`config.mk`:
```
export PLATFORM = sky130hd
export DESIGN_NAME = comparator_bist_flat
export DESIGN_NICKNAME = d
export VERILOG_FILES = /design/src/rtl/comparator_bist_pkg.sv /design/src/rtl/comparator_bist_if.sv /design/src/rtl/comparator_golden.sv /design/src/rtl/comparator_bist.sv /design/src/flat_wrapper.sv
export SDC_FILE = /design/constraint.sdc
export NUM_CORES = 1
export LEC_CHECK = 0
export CAP_MARGIN = 0
export CORE_UTILIZATION = 40
export DETAILED_ROUTE_END_ITERATION = 10
export GPL_TIMING_DRIVEN = 0
export PLACE_DENSITY = 0.69
export SLEW_MARGIN = 20
export SYNTH_ARGS = -nofsm -noshare
export SYNTH_HDL_FRONTEND = slang
export SYNTH_SLANG_ARGS = --single-unit
```
`constraint.sdc`:
```
create_clock -name clk -period 3.5 [get_ports clk]
set_clock_uncertainty 0.15 [all_clocks]
set_input_delay 0.35 -clock clk [delete_from_list [all_inputs] [get_ports clk]]
set_output_delay 0.35 -clock clk [all_outputs]
set_load 0.02 [all_outputs]
```
`src/rtl/comparator_bist_pkg.sv`:
```
// Shared types for the comparator BIST: FSM states, response flags and the
// reference comparison used by the golden model.
package comparator_bist_pkg;

  localparam int unsigned MAX_WIDTH = 16;
  localparam int unsigned LAT_W     = 3;

  typedef enum logic [2:0] {
    IDLE,
    DRIVE,
    WAIT,
    CHECK,
    FIN
  } state_t;

  typedef struct packed {
    logic eq;
    logic gr;
    logic less;
  } cmp_flags_t;

  // Unsigned comparison; narrower operands are zero-extended by the caller.
  function automatic cmp_flags_t expected_flags(input logic [MAX_WIDTH-1:0] a,
                                                input logic [MAX_WIDTH-1:0] b);
    cmp_flags_t f;
    f.eq   = (a == b);
    f.gr   = (a > b);
    f.less = (a < b);
    return f;
  endfunction

endpackage

```
`src/rtl/comparator_bist_if.sv`:
```
// Bus between the BIST engine and its environment: control/status plus the
// operand/response link to the comparator under test.
interface comparator_bist_if #(
  parameter int unsigned WIDTH = 4
);

  logic                 start;
  logic [WIDTH-1:0]     a;
  logic [WIDTH-1:0]     b;
  logic                 eq;
  logic                 gr;
  logic                 less;
  logic                 busy;
  logic                 done;
  logic                 pass;
  logic [2*WIDTH:0]     err_count;
  logic [WIDTH-1:0]     fail_a;
  logic [WIDTH-1:0]     fail_b;

  // Environment side: host request plus the comparator's responses.
  modport master (
    output start, eq, gr, less,
    input  a, b, busy, done, pass, err_count, fail_a, fail_b
  );

  // BIST engine side.
  modport slave (
    input  start, eq, gr, less,
    output a, b, busy, done, pass, err_count, fail_a, fail_b
  );

endinterface

```
`src/rtl/comparator_golden.sv`:
```
// Combinational reference: expected one-hot {eq,gr,less} for the driven operands.
module comparator_golden
  import comparator_bist_pkg::*;
#(
  parameter int unsigned WIDTH = 4
) (
  input  logic [WIDTH-1:0] a,
  input  logic [WIDTH-1:0] b,
  output cmp_flags_t       exp_flags_c
);

  assign exp_flags_c = expected_flags(MAX_WIDTH'(a), MAX_WIDTH'(b));

endmodule

```
`src/rtl/comparator_bist.sv`:
```
// Exhaustive sweep BIST for an external WIDTH-bit comparator with LAT-cycle
// response latency; reports error count, first failing vector and pass/fail.
module comparator_bist
  import comparator_bist_pkg::*;
#(
  parameter int unsigned WIDTH = 4,
  parameter int unsigned LAT   = 1
) (
  input  logic              clk,
  input  logic              rst_n,
  comparator_bist_if.slave  bus
);

  localparam int unsigned       IDX_W     = 2 * WIDTH;
  localparam int unsigned       CNT_W     = 2 * WIDTH + 1;
  localparam logic [LAT_W-1:0]  WAIT_LAST = LAT_W'((LAT >= 2) ? (LAT - 2) : 0);
  localparam logic [IDX_W-1:0]  IDX_LAST  = '1;
  localparam logic [CNT_W-1:0]  CNT_MAX   = '1;

  state_t             state_q, state_d;
  logic [IDX_W-1:0]   index_q, index_d;
  logic [LAT_W-1:0]   wait_q, wait_d;
  logic [WIDTH-1:0]   a_q, a_d;
  logic [WIDTH-1:0]   b_q, b_d;
  logic [WIDTH-1:0]   fail_a_q, fail_a_d;
  logic [WIDTH-1:0]   fail_b_q, fail_b_d;
  logic [CNT_W-1:0]   err_q, err_d;
  logic               busy_q, busy_d;
  logic               done_q, done_d;
  logic               pass_q, pass_d;

  cmp_flags_t         exp_flags_c;
  cmp_flags_t         resp_c;
  logic               mismatch_c;

  comparator_golden #(.WIDTH(WIDTH)) u_golden (
    .a           (a_q),
    .b           (b_q),
    .exp_flags_c (exp_flags_c)
  );

  // Expected value is always one-hot, so zero-hot/multi-hot responses mismatch.
  assign resp_c     = '{eq: bus.eq, gr: bus.gr, less: bus.less};
  assign mismatch_c = (resp_c != exp_flags_c);

  always_comb begin
    state_d  = state_q;
    index_d  = index_q;
    wait_d   = wait_q;
    a_d      = a_q;
    b_d      = b_q;
    fail_a_d = fail_a_q;
    fail_b_d = fail_b_q;
    err_d    = err_q;
    busy_d   = busy_q;
    pass_d   = pass_q;
    done_d   = 1'b0;

    unique case (state_q)
      IDLE: begin
        if (bus.start) begin
          state_d  = DRIVE;
          index_d  = '0;
          err_d    = '0;
          pass_d   = 1'b0;
          fail_a_d = '0;
          fail_b_d = '0;
          busy_d   = 1'b1;
        end
      end

      DRIVE: begin
        a_d     = index_q[IDX_W-1:WIDTH];
        b_d     = index_q[WIDTH-1:0];
        wait_d  = '0;
        state_d = (LAT > 1) ? WAIT : CHECK;
      end

      WAIT: begin
        if (wait_q == WAIT_LAST) begin
          state_d = CHECK;
        end else begin
          wait_d = wait_q + LAT_W'(1);
        end
      end

      // Response sampled at the end of this cycle, LAT edges after a/b update.
      CHECK: begin
        if (mismatch_c) begin
          if (err_q != CNT_MAX) begin
            err_d = err_q + CNT_W'(1);
          end
          if (err_q == '0) begin
            fail_a_d = a_q;
            fail_b_d = b_q;
          end
        end
        index_d = index_q + IDX_W'(1);
        if (index_q == IDX_LAST) begin
          state_d = FIN;
          busy_d  = 1'b0;
          done_d  = 1'b1;
          pass_d  = (err_d == '0);
        end else begin
          state_d = DRIVE;
        end
      end

      FIN: begin
        state_d = IDLE;
      end

      default: begin
        state_d = IDLE;
      end
    endcase
  end

  always_ff @(posedge clk or negedge rst_n) begin
    if (!rst_n) begin
      state_q  <= IDLE;
      index_q  <= '0;
      wait_q   <= '0;
      a_q      <= '0;
      b_q      <= '0;
      fail_a_q <= '0;
      fail_b_q <= '0;
      err_q    <= '0;
      busy_q   <= 1'b0;
      done_q   <= 1'b0;
      pass_q   <= 1'b0;
    end else begin
      state_q  <= state_d;
      index_q  <= index_d;
      wait_q   <= wait_d;
      a_q      <= a_d;
      b_q      <= b_d;
      fail_a_q <= fail_a_d;
      fail_b_q <= fail_b_d;
      err_q    <= err_d;
      busy_q   <= busy_d;
      done_q   <= done_d;
      pass_q   <= pass_d;
    end
  end

  assign bus.a         = a_q;
  assign bus.b         = b_q;
  assign bus.fail_a    = fail_a_q;
  assign bus.fail_b    = fail_b_q;
  assign bus.err_count = err_q;
  assign bus.busy      = busy_q;
  assign bus.done      = done_q;
  assign bus.pass      = pass_q;

endmodule

```
`src/flat_wrapper.sv`:
```
// flat-port wrapper written by rule: the top's interface ports become plain ports
module comparator_bist_flat import comparator_bist_pkg::*;
#(
  parameter int unsigned WIDTH = 4,
  parameter int unsigned LAT   = 1
)
  (clk, rst_n, bus_start, bus_eq, bus_gr, bus_less, bus_a, bus_b, bus_busy, bus_done, bus_pass, bus_err_count, bus_fail_a, bus_fail_b);
  comparator_bist_if #(.WIDTH(WIDTH)) bus_i ();
  input  logic clk;
  input  logic rst_n;
  input wire logic [$bits(bus_i.start)-1:0] bus_start;
  input wire logic [$bits(bus_i.eq)-1:0] bus_eq;
  input wire logic [$bits(bus_i.gr)-1:0] bus_gr;
  input wire logic [$bits(bus_i.less)-1:0] bus_less;
  output wire logic [$bits(bus_i.a)-1:0] bus_a;
  output wire logic [$bits(bus_i.b)-1:0] bus_b;
  output wire logic [$bits(bus_i.busy)-1:0] bus_busy;
  output wire logic [$bits(bus_i.done)-1:0] bus_done;
  output wire logic [$bits(bus_i.pass)-1:0] bus_pass;
  output wire logic [$bits(bus_i.err_count)-1:0] bus_err_count;
  output wire logic [$bits(bus_i.fail_a)-1:0] bus_fail_a;
  output wire logic [$bits(bus_i.fail_b)-1:0] bus_fail_b;
  assign bus_i.start = bus_start;
  assign bus_i.eq = bus_eq;
  assign bus_i.gr = bus_gr;
  assign bus_i.less = bus_less;
  assign bus_a = bus_i.a;
  assign bus_b = bus_i.b;
  assign bus_busy = bus_i.busy;
  assign bus_done = bus_i.done;
  assign bus_pass = bus_i.pass;
  assign bus_err_count = bus_i.err_count;
  assign bus_fail_a = bus_i.fail_a;
  assign bus_fail_b = bus_i.fail_b;
  comparator_bist #(.WIDTH(WIDTH), .LAT(LAT)) u_core (.clk(clk), .rst_n(rst_n), .bus(bus_i));
endmodule
```
==> impl_metrics.ini <==
[run_status]
status = completed

[timing]
setup_viol = 0
finalCritPeriodShare_pct = 83.2
rsz0062_at_grt = false
fin_ws_ns = 0.587
finalMaxSlewViolations = 0
min_period_ns = 2.91
fin_tns_setup_ns = 0
fmax_ghz = 0.343
holdWs_ns = 0.314
timing_hold_violations_final = 0
slew-limit-headroom_pct = 63.5
worstMarginPinSlew_ns = 0.546

[critical_path]
crit_chain = ha_1, nand4_1, a2111o_1, a21oi_2, nor2_1, a31oi_4, mux2i_1
slowest_stage = a31oi_4
cp-start-kind = register
cp-startpoint = u_core.bus.a[3]
r2r-start = u_core.bus.a[3]
criticalPathCategory = register to register
endpoint_kind = register
cp_max_fo = 9
critPathRequiredTime_ns = 3.57
cp_top_family = compound AO/OA/AOI/OAI gates
path_buf_inv = 0
slowest_delay_ns = 0.46
cp.arrival_ns = 2.98

[final_layout]
fin_util_pct = 52.1
drive_above_1_share_pct = 7.77
layout.cells.non_filler = 368
n_antenna_cell = 0
nNetsFinal = 311
nFillCells = 511
area_growth_pct = 23.8

[yosys]
synth_seq_cells = 42
yosysUniqueCellTypes = 51
synth_top_flop_cell = dfrtp_1
synth_nets = 269
synth-edff-count = 0
synthTopCellsByArea = dfrtp_1, nand2_1, ha_1, o21ai_0, mux2i_1
synth_area_per_cell_um2 = 9.24
async_flop_share_pct = 100
yosys.area.top_type = dfrtp_1
ys_seq_area_share_pct = 44.8
ys_warn_count = 0
synth_top_area_share_pct = 44.8
synthCells = 254
syn_area_um2 = 2350

[detailed_routing]
antenna_left = 0
drt_iter0_drc = 147
wl_met1_mm = 2.49
wl_mm = 5.23
wl_per_cell_um = 14.2
wl_met2_mm = 2.49
drc = 0
wl_met3_um = 196
viasPerCell = 5.45
highest_layer = met4
drt_first_pass_iters = 4
vias = 2004

[global_route]
grt_max_degree = 32
grt_pass1_wl_mm = 8.84
grt_antenna_before_repair = 0
globalRouteTotalUtil_pct = 18.5
grt_pass1_vias = 1942
overflow = 0

[cts]
clkTransAtPathRegs_ns = 0.08
cts_tree = built
cts_root_buf = clkbuf_8
clock_latency_ns = 0.29
clock-sinks = 42
cts.htree.levels = 2
clockBufferDepth = 2
cts_buffers = 5
post_cts_resized = 0

[die]
io_pins = 34
dieArea_um2 = 6180
start_util_pct = 42.1
die_w_um = 78.6
die_h_um = 78.6
rows = 27
core_um2 = 5570

[power]
cellPowerDensity_nw_per_um2 = 652
ir_worst_vdd_uv = 334
leakage_nw = 1.29

[place]
port_buffers = 33
pre_cts_ws_ns = 0.594
hpwl_mm = 3.78
dp_cells = 360
gp_congestion = 0.852

[run]
drv_cap = 0

[hold_path]
hold_class = input pin to async pin
==> metrics by stage <==
stage	total power [mW]	area [um2]
after floorplan	1.21	2350
after global placement	1.49	2770
after detailed placement	1.51	2780
after CTS	1.91	2910
after global routing	2.02	2910
final	1.89	2910
==> cell type report <==
class                      count  area, um2  share of cell area (%)
buffer                        10       46.3                    1.59
clock buffer                   6       82.6                    2.84
clock inverter                 1       30.0                    1.03
inverter                      21       78.8                    2.71
multi-input combinational    181       1170                    40.3
sequential                    42       1050                    36.2
tap                           72       90.1                    3.10
timing repair buffer          35        355                    12.2
==> metal layers <==
| metal | up-vias | global-route usage, % |
|---|---|---|
| met1 | 953 | 23.5 |
| met5 | - | 0 |
| met2 | 51 | 30.1 |
| met4 | 0 | 7.96 |
| li1 | 994 | - |
| met3 | 6 | 3.95 |
==> power breakdown <==
| group | internal (mW) | switching (mW) |
|---|---|---|
| combinational | 0.361 | 0.423 |
| sequential | 0.599 | 0.120 |
| clock | 0.228 | 0.162 |
| total | 1.19 | 0.705 |
==> synthesized netlist by cell type, types with 2 or more instances <==
library cell and count:
a211oi_1 3, a21o_1 4, a21oi_1 7, a22o_1 3, a31oi_1 4, a32oi_1 2, and2_1 3, and3_1 8
clkbuf_1 7, dfrtp_1 42, ha_1 9, inv_1 19, inv_2 2, mux2_2 4, mux2i_1 8, nand2_1 31
nand2b_1 3, nand3_1 7, nand4_1 6, nor2_1 17, nor3_1 7, nor4_1 4, o21ai_0 17, o21ai_1 6
o31ai_1 3, o41ai_1 2, xnor2_1 2
==> state kept, by name (all words and copies together), names as in the netlist <==
name,count
u_core.bus.pass,1
u_core.bus.err_count,9
u_core.index_q,8
u_core.bus.b,4
u_core.wait_q,3
u_core.state_q,3
u_core.bus.busy,1
u_core.bus.done,1
u_core.bus.fail_a,4
u_core.bus.a,4
u_core.bus.fail_b,4
==> logic make-up after synthesis <==
family          after synthesis  share of synthesized area, %
compound gates               64                          19.1
xor+xnor                      3                          1.12
fa+ha+maj                     9                          4.80
buf+inv                      31                          5.33
flops                        42                          44.8
mux                          12                          5.33
simple gates                 93                          19.6
==> layout by cell type, fill, tap and decap left out, types with 2 or more instances in the layout <==
cell type / netlist / final
a31oi_1: 4 / 4
nand2_1: 31 / 31
and2_1: 3 / 3
o21ai_0: 17 / 17
a21o_1: 4 / 4
clkbuf_1: 7 / 7
nor3_1: 7 / 7
ha_1: 9 / 9
nor4_1: 4 / 4
mux2i_1: 8 / 8
o31ai_1: 3 / 3
o41ai_1: 2 / 2
nor2_1: 17 / 17
clkbuf_8: 0 / 6
inv_2: 2 / 2
nand3_1: 7 / 7
buf_2: 1 / 2
inv_1: 19 / 19
a211oi_1: 3 / 3
o21ai_1: 6 / 6
a22o_1: 3 / 3
and3_1: 8 / 8
mux2_2: 4 / 4
dfrtp_1: 42 / 42
clkdlybuf4s50_1: 0 / 32
a32oi_1: 2 / 2
a21oi_1: 7 / 7
nand2b_1: 3 / 3
xnor2_1: 2 / 2
nand4_1: 6 / 6
==> final timing paths <==
path	cells after the start	slack [ns]	to
worst max-delay path	7	0.59	u_core.bus.fail_b[2]
worst min-delay path	2	0.31	u_core.bus.fail_b[3]
worst max register to register	7	0.59	u_core.bus.fail_b[2]
worst min register to register	2	0.36	u_core.bus.busy
max in group asynchronous	3	2.43	u_core.index_q[2]
min in group clk	2	0.36	u_core.bus.busy
==> repair_timing <==
item	CTS	global route
endpoints found under the hold margin	11	0
hold buffers	1	0
buffers inserted	0	0
No activity file was read; power rests on OpenSTA's default activity.
